**src/rtl/dpram_fifo_ctrl.sv**
```systemverilog
`default_nettype none
// ============================================================================
// Module      : dpram_fifo_ctrl
// Description : Pointer/flag controller that wraps a 16x8 dual-port RAM
//               (separate write/read ports, 1-cycle registered read) into a
//               synchronous FIFO.
// Revision    : 1.0 - initial release
// ----------------------------------------------------------------------------
// Ports
//   clk          : clock, all state updates on the rising edge
//   rst          : synchronous reset, active low
//   clr          : synchronous soft clear (pointers/valid cleared, errors kept)
//   push / pop   : producer write / consumer read requests
//   mem_write    : RAM write enable (push accepted this cycle)
//   mem_wr_addr  : RAM write address
//   mem_read     : RAM read enable (pop accepted this cycle)
//   mem_rd_addr  : RAM read address
//   rd_valid     : RAM data_out holds the popped entry this cycle
//   full, empty, almost_full, almost_empty, count : occupancy status
//   overflow     : sticky, push while full
//   underflow    : sticky, pop while empty
// ============================================================================
module dpram_fifo_ctrl #(
  parameter int DEPTH    = 16,
  parameter int ADDR_W   = 4,
  parameter int AF_LEVEL = 12,
  parameter int AE_LEVEL = 2
) (
  input  logic              clk,
  input  logic              rst,
  input  logic              clr,
  input  logic              push,
  input  logic              pop,
  output logic              mem_write,
  output logic [ADDR_W-1:0] mem_wr_addr,
  output logic              mem_read,
  output logic [ADDR_W-1:0] mem_rd_addr,
  output logic              rd_valid,
  output logic              full,
  output logic              empty,
  output logic              almost_full,
  output logic              almost_empty,
  output logic [ADDR_W:0]   count,
  output logic              overflow,
  output logic              underflow
);

  localparam logic [ADDR_W:0] c_DEPTH_CNT = (ADDR_W+1)'(DEPTH);
  localparam logic [ADDR_W:0] c_AF_CNT    = (ADDR_W+1)'(AF_LEVEL);
  localparam logic [ADDR_W:0] c_AE_CNT    = (ADDR_W+1)'(AE_LEVEL);
  localparam logic [ADDR_W:0] c_PTR_ONE   = (ADDR_W+1)'(1);

  // Pointers carry one extra wrap bit so full and empty are distinguishable.
  logic [ADDR_W:0] wr_ptr_q, wr_ptr_d;
  logic [ADDR_W:0] rd_ptr_q, rd_ptr_d;
  logic            rd_valid_q, rd_valid_d;
  logic            overflow_q, overflow_d;
  logic            underflow_q, underflow_d;

  logic [ADDR_W:0] w_count;
  logic            w_full;
  logic            w_empty;
  logic            w_push_ok;
  logic            w_pop_ok;

  // Occupancy is the modular pointer difference; count == DEPTH is the same
  // condition as "wrap bits differ, address bits equal".
  assign w_count = wr_ptr_q - rd_ptr_q;
  assign w_full  = (w_count == c_DEPTH_CNT);
  assign w_empty = (wr_ptr_q == rd_ptr_q);

  // Reset and clear both suppress RAM accesses in the cycle they are applied.
  assign w_push_ok = push & ~w_full  & ~clr & rst;
  assign w_pop_ok  = pop  & ~w_empty & ~clr & rst;

  always_comb begin
    wr_ptr_d    = wr_ptr_q;
    rd_ptr_d    = rd_ptr_q;
    rd_valid_d  = 1'b0;
    overflow_d  = overflow_q;
    underflow_d = underflow_q;
    if (clr) begin
      wr_ptr_d   = '0;
      rd_ptr_d   = '0;
      rd_valid_d = 1'b0;
    end else begin
      if (w_push_ok) begin
        wr_ptr_d = wr_ptr_q + c_PTR_ONE;
      end
      if (w_pop_ok) begin
        rd_ptr_d = rd_ptr_q + c_PTR_ONE;
      end
      // RAM read is registered, so data_out is valid the cycle after the pop.
      rd_valid_d = w_pop_ok;
      if (push && w_full) begin
        overflow_d = 1'b1;
      end
      if (pop && w_empty) begin
        underflow_d = 1'b1;
      end
    end
  end

  always_ff @(posedge clk) begin
    if (!rst) begin
      wr_ptr_q    <= '0;
      rd_ptr_q    <= '0;
      rd_valid_q  <= 1'b0;
      overflow_q  <= 1'b0;
      underflow_q <= 1'b0;
    end else begin
      wr_ptr_q    <= wr_ptr_d;
      rd_ptr_q    <= rd_ptr_d;
      rd_valid_q  <= rd_valid_d;
      overflow_q  <= overflow_d;
      underflow_q <= underflow_d;
    end
  end

  assign mem_write    = w_push_ok;
  assign mem_read     = w_pop_ok;
  assign mem_wr_addr  = wr_ptr_q[ADDR_W-1:0];
  assign mem_rd_addr  = rd_ptr_q[ADDR_W-1:0];
  assign rd_valid     = rd_valid_q;
  assign full         = w_full;
  assign empty        = w_empty;
  assign almost_full  = (w_count >= c_AF_CNT);
  assign almost_empty = (w_count <= c_AE_CNT);
  assign count        = w_count;
  assign overflow     = overflow_q;
  assign underflow    = underflow_q;

endmodule
`default_nettype wire

```
**config.mk**
```make
export PLATFORM = sky130hd
export DESIGN_NAME = dpram_fifo_ctrl
export DESIGN_NICKNAME = d
export VERILOG_FILES = /design/src/rtl/dpram_fifo_ctrl.sv
export SDC_FILE = /design/constraint.sdc
export NUM_CORES = 1
export LEC_CHECK = 0
export CORE_MARGIN = 2
export CORE_UTILIZATION = 49
export CTS_BUF_LIST = sky130_fd_sc_hd__clkbuf_16
export DETAILED_ROUTE_END_ITERATION = 8
export PLACE_DENSITY = 0.83
export REMOVE_ABC_BUFFERS = 1
export SYNTH_ARGS = -nofsm -noshare
export SYNTH_HDL_FRONTEND = slang
export SYNTH_SLANG_ARGS = --single-unit
```
**constraint.sdc**
```tcl
create_clock -name clk -period 3.3 [get_ports clk]
set_clock_uncertainty 0.05 [all_clocks]
set_input_delay 0.495 -clock clk [delete_from_list [all_inputs] [get_ports clk]]
set_output_delay 0.495 -clock clk [all_outputs]
set_load 0.02 [all_outputs]
```
======== Yosys cells after proc, flatten, opt, wreduce, memory -nomap -nowiden ========
Cells that the tools add are included.
operators by class
  add/sub/neg operators ................... 3
  $lt $le $gt $ge ......................... 2
  equality and inequality tests ........... 2
  bitwise gates (word level) .............. 10
  reduce and logical (&&, ||, !) cells .... 5
operators by type and width
  cell                                                               number
  adder 5 x 1 -> 5 bit, second input constant                        2
  AND 1 bit                                                          6
  equality test 5 bit                                                1
  equality test 5 bit, second input constant                         1
  greater-or-equal comparator 5 x 4 -> 1 bit, second input constant  1
  less-or-equal comparator 5 x 2 -> 1 bit, second input constant     1
  subtractor 5 bit                                                   1
  NOT 1 bit                                                          4
  AND reduction 2 bit                                                2
  logical AND 1 bit                                                  2
  OR reduction 2 bit                                                 1
word-level totals
  register bits ........................... 13
  word-level logic and storage cells ...... 27

======== Longest topological paths before layout ========
  word-level depth ........................ 6
  depth in mapped cells ................... 9
  gate-level depth less buffers ........... 9

======== Least setup slack after synthesis ========
Ideal clock, no wire load.
  path kind ............................... flip-flop to output port
  start point ............................. register rd_ptr_q[0]
  end point ............................... output almost_empty
  arrival time ............................ 2,648 ps
  data required time ...................... 2,755 ps
  path slack .............................. 107 ps
  cell stages (with the launch flop) ...... 8
  path buffers ............................ 0
  cell sequence ........................... dfxtp_1 > ha_1 > inv_1 > fa_1 > a21o_1 > a21oi_2 > xnor2_2 > a2111oi_0
between the ends
  word-level cells in the longest chain between the ends .. 2
ends and longest elaborated chain
  what                                     RTL line  RTL
  from (decl)                              55        logic [ADDR_W:0] rd_ptr_q, rd_ptr_d;
  from (signal assigned)                   113       rd_ptr_q <= rd_ptr_d;
  subtractor 5 bit                         68        assign w_count = wr_ptr_q - rd_ptr_q;
  named net count[4]                       43        output logic [ADDR_W:0] count,
  less-or-equal comparator 5 x 2 -> 1 bit  128       assign almost_empty = (w_count <= c_AE_CNT);
  to (decl)                                42        output logic almost_empty,
The timed path passes the listed nets, and every way through them passes these cells.

======== Worst setup path after layout ========
  start point ............................. register rd_ptr_q[2]
  end point ............................... output mem_write
between the ends
  word-level cells in the longest chain between the ends .. 6
ends and longest elaborated chain
  what                    RTL line  RTL
  subtractor 5 bit        68
  equality test 5 bit     69        assign w_full = (w_count == c_DEPTH_CNT);
  NOT 1 bit               73        assign w_push_ok = push & ~w_full & ~clr & rst;
  AND 1 bit (3 in a row)  73
  to (decl)               34        output logic mem_write,
No other way between the ends.

==> results_dict.tcl <==
set metrics [dict create \
    drtAntennaViolNets 0 \
    crit_fanout 7 \
    dieWidth_um 46.70 \
    hold_depth 1 \
    grt_max_degree 12 \
    final_layout_size_suffix_gt1_share_pct 11.81 \
    portBuffers 26 \
    min-delay-start "underflow$_SDFFE_PN0P_" \
    period_minus_slack_ns 3.105 \
    dp.final_hpwl_um 1480 \
    worstMarginPinSlew_ns 0.6774 \
    yosys.area.top_type "dfxtp_1" \
    drt_iter0_drc 8 \
    async_reset_ff_share_pct 0 \
    clk_latency_ns 0.24 \
    fin_crit_sh_pct 94.10 \
    wire_per_inst_um 12.99 \
    drt_first_pass_iters 4 \
    slew_headroom_pct 54.75 \
    status "completed" \
    io_pins 27 \
    synthCells 101 \
    cp-start-kind "register" \
    ys_seq_elements 13 \
    timing.rr.start "rd_ptr_q[2]$_SDFFE_PP0P_" \
    rr_worst_depth 7 \
    grt_overflow 0 \
    vias 810 \
    ff2ff_setup_slack_ns 0.94 \
    post-synth-top-count-cell "dfxtp_1" \
    initial_core_util_pct 51.74 \
    ys_warn_count 0 \
    finalNetCount 140 \
    syn_to_final_growth_pct 38.23 \
    syn_area_um2 893.4 \
    worst_ep_arrival_time_ns 2.56 \
    ir_drop_mv 0.3220 \
    grt_pass1_wl_um 3374 \
    endpoint_kind "output port" \
    hold_viol 0 \
    rsz0062_at_grt "false" \
    p_leak_nw 0.5277 \
    powerDensity_nw_per_um2 371.6 \
    final_cell_count_no_fill 152 \
    netlist_top_cells_area "dfxtp_1 (29%), ha_1 (8.4%), buf_4 (6.7%)" \
    setup_tns_ns 0 \
    antenna_found_initial 0 \
    cts_buffers 3 \
    die_h_um 46.70 \
    seq_area_frac_synth_pct 29.13 \
    row_count 15 \
    r2r-end "wr_ptr_q[4]$_SDFFE_PP0P_" \
    die_area_um2 2181 \
    insertedDiodeCount 0 \
    drv_cap 0 \
    htreeDepth 1 \
    grt_pass1_vias 818 \
    whs_endpoint "underflow$_SDFFE_PN0P_" \
    critPathKind "register to output port" \
    place_inst 146 \
    synth_edf_count 0 \
    worstPathRequired_ns 2.75 \
    drc 0 \
    synth_flop_cell "dfxtp_1" \
    synth_top_area_share_pct 29.13 \
    drt_wl_total_um 1975 \
    timing.fmax_mhz 322.0 \
    ctsRootBufferMaster "clkbuf_16" \
    vias_per_cell 5.329 \
    synth.distinct_cells 33 \
    synthTopCellsByCount "dfxtp_1 (13), nand2_1 (12), buf_4 (8), inv_1 (8), nor2_1 (8)" \
    clockBufferDepth 2 \
    clk_pin_slew_worst_paths_ns 0.04 \
    core_area_um2 1727 \
    setup_viol 0 \
    tritoncts "yes" \
    cts_sinks 13 \
    gp_congestion 0.9133 \
    drv_slew 0 \
    grtUsageTotal_pct 22.12 \
    syn_avg_cell_area_um2 8.845 \
    hold_class "register to register" \
]
power breakdown:
group          total (mW)  switching, mW  internal, mW
Combinational      0.0715         0.0384        0.0331
Clock               0.225         0.0654         0.160
Sequential          0.162        0.00211         0.160
Total               0.459          0.106         0.353
routing by layer:
layer / wire, um / global-route usage (%)
met1: 874 / 26.07
met5: 0 / 0
met4: 60 / 15.00
met3: 77 / 4.314
met2: 962 / 36.11
critical path: stages (launching register included):
cell and delay [ns]:
dfxtp_1 0.39, inv_1 0.10, ha_1 0.44, nand2_1 0.09, o21ai_0 0.30, mux2_2 0.44
and3_1 0.18, nor3_1 0.17, clkbuf_2 0.21
state kept, by name (all words and copies together) (netlist names):
signal and cells:
wr_ptr_q 5, rd_valid 1, underflow 1, rd_ptr_q 5, overflow 1
metrics by stage:
stage,hold WS (ns),area [um2],util (%),power (mW),setup WS [ns]
2_1_floorplan,0.4059,829.5,-,0.2044,-0.04771
3_5_place_dp,0.4104,1144,66.23,0.2368,0.05748
5_1_grt,0.4552,1235,71.52,0.4747,0.01441
4_1_cts,0.4253,1219,70.58,0.4600,0.07481
3_3_place_gp,0.4062,1144,66.23,0.2355,0.1861
6_report,0.4184,1235,71.52,0.4589,0.1947
cell families (layout without fill, tap and decap cells):
logic type,Yosys count,count (layout),share of synthesized area [%]
xor+xnor,8,8,9.525
fa+ha+maj,7,7,10.64
mux,6,6,6.863
buf+inv,17,43,10.50
compound gates,15,15,14.14
simple gates,35,35,19.19
flops,13,13,29.13
layout make-up:
| type | count | area (um2) |
|---|---|---|
| clock buffers | 3 | 75.07 |
| clock inverters | 1 | 3.754 |
| fillers | 140 | 491.7 |
| inverters | 8 | 30.03 |
| multi-input cells | 71 | 539.3 |
| flip-flops and latches | 13 | 260.3 |
| well taps | 25 | 31.28 |
| repair buffers | 31 | 295.3 |
cells in the final DEF (no fill, tap or decap), types with 2 or more instances in the layout:
cell type and instances:
a31oi_1 2, dfxtp_1 13, clkdlybuf4s50_1 21, inv_1 9, nand2b_1 5, clkbuf_16 3
nor2_1 8, mux2i_1 5, xor2_1 2, buf_4 5, nand2_1 12, a21o_1 2
nor2b_1 2, nand4_1 3, xnor2_1 4, ha_1 6, a41oi_1 3, dlymetal6s2s_1 2
worst max-delay path by stage:
stage | from | end | depth (start not counted)
4_1_cts | wr_ptr_q[0]$_SDFFE_PP0P_ | mem_write | 10
3_5_place_dp | wr_ptr_q[0]$_SDFFE_PP0P_ | mem_write | 10
6_report | rd_ptr_q[2]$_SDFFE_PP0P_ | mem_write | 8
2_1_floorplan | rd_ptr_q[0]$_SDFFE_PP0P_ | almost_empty | 7
5_1_grt | wr_ptr_q[0]$_SDFFE_PP0P_ | almost_empty | 9
3_3_place_gp | wr_ptr_q[0]$_SDFFE_PP0P_ | mem_write | 10
what timing repair did:
item,CTS,global route
setup buffers,0,2
gates resized for setup,3,6
pin swaps,0,1
hold buffers,0,0
endpoints found under the setup margin,3,4
Power figures use the tool's default switching activity.
